--- config.mk ---
export PLATFORM = sky130hd
export DESIGN_NAME = lsu_dmem_port
export DESIGN_NICKNAME = d
export VERILOG_FILES = /design/src/rtl/lsu_dmem_port.sv
export SDC_FILE = /design/constraint.sdc
export NUM_CORES = 1
export LEC_CHECK = 0
export ABC_AREA = 1
export BUFFER_PORTS_ARGS = -buffer_cell sky130_fd_sc_hd__buf_2
export CORE_AREA = 2 2 112 114
export CTS_BUF_LIST = sky130_fd_sc_hd__clkbuf_2
export CTS_CLUSTER_DIAMETER = 30
export DETAILED_ROUTE_END_ITERATION = 6
export DIE_AREA = 0 0 114 116
export PLACE_DENSITY = 0.78
export SYNTH_ARGS = -nofsm -noshare
export SYNTH_HDL_FRONTEND = slang
export SYNTH_SLANG_ARGS = --single-unit
--- constraint.sdc ---
create_clock -name clk -period 3.7 [get_ports clk]
set_clock_uncertainty 0.1 [all_clocks]
set_input_delay 0 -clock clk [delete_from_list [all_inputs] [get_ports clk]]
set_output_delay 0 -clock clk [all_outputs]
set_load 0.005 [all_outputs]
--- src/rtl/lsu_dmem_port.sv ---
// Load/store unit on the word-only data RAM: aligns/extends sub-word loads, does SB/SH as read-modify-write.
// Latency err 1, SW 2, loads 3, SB/SH 4; one request in flight (req_ready low while busy), responses cannot be stalled.
module lsu_dmem_port #(
   parameter int WORD_LEN = 32,
   parameter int DEPTH    = 4096
) (
   input  logic                clk,
   input  logic                rst,
   input  logic                req_valid,
   output logic                req_ready,
   input  logic                req_wen,
   input  logic [2:0]          req_funct3,
   input  logic [WORD_LEN-1:0] req_addr,
   input  logic [WORD_LEN-1:0] req_wdata,
   output logic                resp_valid,
   output logic [WORD_LEN-1:0] resp_rdata,
   output logic                resp_err,
   output logic [WORD_LEN-1:0] mem_addr_d,
   input  logic [WORD_LEN-1:0] mem_rdata,
   output logic                mem_wen,
   output logic [WORD_LEN-1:0] mem_wdata
);

   typedef enum logic [2:0] {IDLE, RD_ISSUE, RD_DATA, WR, RESP} state_t;

   typedef struct packed {
      logic       wen;
      logic [2:0] funct3;
   } op_t;

   state_t              state;
   op_t                 op_q;
   logic [WORD_LEN-1:0] addr_q;
   logic [WORD_LEN-1:0] wdata_q;

   logic                f3_ok;
   logic                align_ok;
   logic                range_ok;
   logic                req_err;

   logic [4:0]          lane_sh;
   logic [7:0]          ld_byte;
   logic [15:0]         ld_half;
   logic [WORD_LEN-1:0] ld_val;
   logic [WORD_LEN-1:0] st_mask;
   logic [WORD_LEN-1:0] st_merged;

   // Request legality: funct3 class, natural alignment, and word index inside the RAM.
   always_comb begin
      f3_ok    = 1'b0;
      align_ok = 1'b0;
      case (req_funct3)
         3'b000, 3'b100: begin
            f3_ok    = !(req_wen && req_funct3[2]);
            align_ok = 1'b1;
         end
         3'b001, 3'b101: begin
            f3_ok    = !(req_wen && req_funct3[2]);
            align_ok = !req_addr[0];
         end
         3'b010: begin
            f3_ok    = 1'b1;
            align_ok = (req_addr[1:0] == 2'b00);
         end
         default: begin
            f3_ok    = 1'b0;
            align_ok = 1'b0;
         end
      endcase
      range_ok = (req_addr >> 2) < WORD_LEN'(DEPTH);
      req_err  = !(f3_ok && align_ok && range_ok);
   end

   // Lane extraction for loads and lane merge for SB/SH, both off the returning RAM word.
   always_comb begin
      lane_sh   = {addr_q[1:0], 3'b000};
      ld_byte   = 8'(mem_rdata >> lane_sh);
      ld_half   = 16'(mem_rdata >> {addr_q[1], 4'b0000});
      ld_val    = mem_rdata;
      case (op_q.funct3)
         3'b000:  ld_val = {{(WORD_LEN-8){ld_byte[7]}}, ld_byte};
         3'b001:  ld_val = {{(WORD_LEN-16){ld_half[15]}}, ld_half};
         3'b100:  ld_val = WORD_LEN'(ld_byte);
         3'b101:  ld_val = WORD_LEN'(ld_half);
         default: ld_val = mem_rdata;
      endcase
      st_mask   = (op_q.funct3[0] ? WORD_LEN'(16'hFFFF) : WORD_LEN'(8'hFF)) << lane_sh;
      st_merged = (mem_rdata & ~st_mask) | ((wdata_q << lane_sh) & st_mask);
   end

   always_ff @(posedge clk or posedge rst) begin
      if (rst) begin
         state      <= IDLE;
         op_q       <= '0;
         addr_q     <= '0;
         wdata_q    <= '0;
         req_ready  <= 1'b1;
         mem_wen    <= 1'b0;
         resp_valid <= 1'b0;
         resp_err   <= 1'b0;
         resp_rdata <= '0;
      end else begin
         resp_valid <= 1'b0;
         mem_wen    <= 1'b0;
         case (state)
            IDLE: begin
               if (req_valid) begin
                  op_q.wen    <= req_wen;
                  op_q.funct3 <= req_funct3;
                  addr_q      <= req_addr;
                  wdata_q     <= req_wdata;
                  resp_rdata  <= '0;
                  resp_err    <= req_err;
                  req_ready   <= 1'b0;
                  if (req_err) begin
                     state      <= RESP;
                     resp_valid <= 1'b1;
                  end else if (req_wen && req_funct3 == 3'b010) begin
                     state   <= WR;
                     mem_wen <= 1'b1;
                  end else begin
                     state <= RD_ISSUE;
                  end
               end
            end
            RD_ISSUE: state <= RD_DATA;
            RD_DATA: begin
               if (op_q.wen) begin
                  wdata_q <= st_merged;
                  mem_wen <= 1'b1;
                  state   <= WR;
               end else begin
                  resp_rdata <= ld_val;
                  resp_valid <= 1'b1;
                  state      <= RESP;
               end
            end
            WR: begin
               resp_valid <= 1'b1;
               state      <= RESP;
            end
            RESP: begin
               req_ready <= 1'b1;
               state     <= IDLE;
            end
            default: begin
               req_ready <= 1'b1;
               state     <= IDLE;
            end
         endcase
      end
   end

   assign mem_addr_d = {addr_q[WORD_LEN-1:2], 2'b00};
   assign mem_wdata  = wdata_q;

endmodule

==> results.json <==
{
  "worst_pin_slew_ns": 1.03,
  "min_period_over_period_pct": 92.9,
  "numClockSinks": 107,
  "numCtsBuffers": 9,
  "insertedDiodeCount": 0,
  "r2r-start": "addr_q[0]",
  "path_clk_slew_ns": 0.32,
  "finalCriticalPeriod_ns": 3.44,
  "grt_overflow_total": 0,
  "drtIter0Drc": 709,
  "fin_nets": 1224,
  "rsz0062_at_grt": "no",
  "tns_ns": 0,
  "cts_tree": "done",
  "place_area_mm2": 0.00660,
  "clk_latency_ns": 0.61,
  "reg2reg_slack_ns": 0.26,
  "postSynthAreaPerCell_um2": 7.32,
  "worstRegToRegCells": 10,
  "ctsRootBufferMaster": "clkbuf_2",
  "p_leak_nw": 4.60,
  "vias": 6932,
  "max_freq_mhz": 291,
  "start_util_pct": 49.0,
  "cp.required_ns": 4.19,
  "cts_buffer_depth": 2,
  "port_buffers": 200,
  "globalplace.congestion": 0.898,
  "cts-htree-levels": 3,
  "syn_to_final_growth_pct": 45.9,
  "drc": 2,
  "status": "finished with violations",
  "power_density_mw_per_mm2": 331,
  "io_pins": 203,
  "ys_ff_latch": 107,
  "r2r_end": "resp_rdata[8]",
  "hold_path_class": "in2async",
  "drtPass1Iterations": 7,
  "total_power_w": 0.00282,
  "worst-path-max-fanout": 21,
  "ys_seq_area_share_pct": 45.9,
  "avgViaCountPerCell": 5.45,
  "synthArstFlopShare_pct": 100,
  "post-cts-setup-buffer-count": 0,
  "dp_hpwl_um": 12600,
  "die_h_um": 116,
  "syn_area_mm2": 0.00584,
  "fp-row-count": 40,
  "slew_violations": 0,
  "end_kind": "flop",
  "ys_types": 33,
  "setup_viol": 0,
  "fin_hold_ws_ns": 0.0292,
  "drt_wl_total_um": 21800,
  "fillers": 919,
  "postSynthCellCount": 798,
  "critical-path-slowest-cell": "dfrtp_2",
  "ys_warn_count": 0,
  "cpPeakStageDelay_ns": 0.62,
  "start_kind": "flop",
  "ir_drop_v": 0.000179,
  "worstPathArrival_ns": 3.93,
  "synth_edf_count": 0,
  "dieArea_mm2": 0.0132,
  "ant_nets": 0,
  "grt_pass1_wl_um": 33800,
  "worst-path-buf-inv": 3,
  "grt_pass1_vias": 6941,
  "crit_chain": "nor2_1 -> o22ai_1 -> dlygate4sd3_1 -> nand2_1 -> dlygate4sd3_1 -> nand2_2 -> nand3_1 -> nand2_1 -> dlygate4sd3_1 -> nand2_1",
  "drive_gt1_share_pct": 22.5,
  "ys.flop_type": "dfrtp_1",
  "max_slew_margin_pct": 31.0,
  "critPathKind": "reg2reg",
  "track_usage_pct": 33.1,
  "core_area_mm2": 0.0119,
  "grt_max_degree": 86,
  "path_delay_family": "buffers and inverters",
  "hold_violations": 0,
  "antenna_found_initial": 0,
  "violations": "design-rule violations",
  "wire_per_inst_um": 17.1,
  "cap_violations": 0,
  "fin_area_mm2": 0.00852,
  "die_x_um": 114
}
tightest hold or removal path, delay by kind of cell:
family / cells / cell delay, ns
buf+inv: 3 / 1.39
report_power, final:
group | internal, W | switching [W]
Clock | 0.000230 | 0.000430
Sequential | 0.00127 | 0.000106
Combinational | 0.000355 | 0.000422
Total | 0.00186 | 0.000959
cells in the mapped netlist (2+ instances only):
master    count  area share (%)
inv_2         5            0.32
nand3_1      28             2.4
a31oi_1       5            0.54
buf_2        18             1.5
clkbuf_1     10            0.64
o21ai_1       6            0.51
o31ai_1       4            0.51
nand2_1     328              21
o211ai_1     17             2.2
or2_2        13             1.4
inv_4         2            0.21
a22oi_1       2            0.26
nand2_2       4            0.43
o21ai_0      39             3.3
nor2_1       64             4.1
nor4_1        2            0.21
inv_1        37             2.4
a21oi_1      54             4.6
buf_6         5            0.96
o21ai_2       3            0.45
buf_4        35             4.5
dfrtp_1     106              45
layout make-up:
class	instances	area (um2)	share of cell area [%]
Multi-Input combinational cell	579	2540	29.9
Clock buffer	9	45.0	0.529
Timing Repair Buffer	380	2800	32.8
Clock inverter	7	98.8	1.16
Sequential cell	107	2680	31.5
Tap cell	147	184	2.16
Inverter	44	173	2.03
placed cells by master (no fill, tap or decap), types with 3 or more instances in the layout:
cell type / netlist / final
a21oi_1: 54 / 54
a31oi_1: 5 / 5
buf_2: 18 / 200
buf_4: 35 / 3
clkbuf_2: 0 / 9
dfrtp_1: 106 / 104
dlygate4sd3_1: 0 / 177
inv_1: 37 / 36
inv_2: 5 / 5
inv_4: 2 / 3
nand2_1: 328 / 328
nand2_2: 4 / 4
nand3_1: 28 / 28
nor2_1: 64 / 64
o211ai_1: 17 / 17
o21ai_0: 39 / 39
o21ai_1: 6 / 6
o21ai_2: 3 / 3
o31ai_1: 4 / 4
or2_2: 13 / 13
repair_timing:
item | CTS | global route
hold buffers | 176 | 1
hold endpoints to repair | 189 | 1
resized for setup | 0 | 2
setup endpoints to repair | 0 | 5
layer usage:
metal	part of all wire, %	track usage [%]
met5	0	0
met4	4.8	17.3
met1	37	39.0
met2	48	58.0
met3	9.2	5.91
worst max-delay path by stage:
stage	from	end	slack, ns	cells past startpoint
final	addr_q[0]	resp_rdata[8]	0.26	10
after global routing	addr_q[0]	resp_rdata[8]	0.11	10
after CTS	addr_q[0]	resp_rdata[15]	0.18	10
after detailed placement	state[2]	resp_rdata[6]	1.21	9
after global placement	state[2]	resp_rdata[6]	1.31	9
after floorplan	rst	async pin	0.78	1
stage by stage:
| step | setup WS [ns] | std cells | utilization, % |
|---|---|---|---|
| after floorplan | 0.784 | 799 | - |
| after global placement | 1.31 | 1080 | 55.4 |
| after detailed placement | 1.21 | 1080 | 55.4 |
| after CTS | 0.180 | 1272 | 71.4 |
| after global routing | 0.106 | 1273 | 71.5 |
| final | 0.264 | 1273 | 71.5 |
cell families (layout without fill, tap and decap cells):
kind of cell    after synthesis  in the layout  synth area share [%]
compound gates              133            133                  12.8
buf+inv                     113            440                  10.6
flops                       107            107                  45.9
other cells                   1              2                0.0642
simple gates                444            444                  30.6
Note: power is estimated with default switching activity, not from simulation.
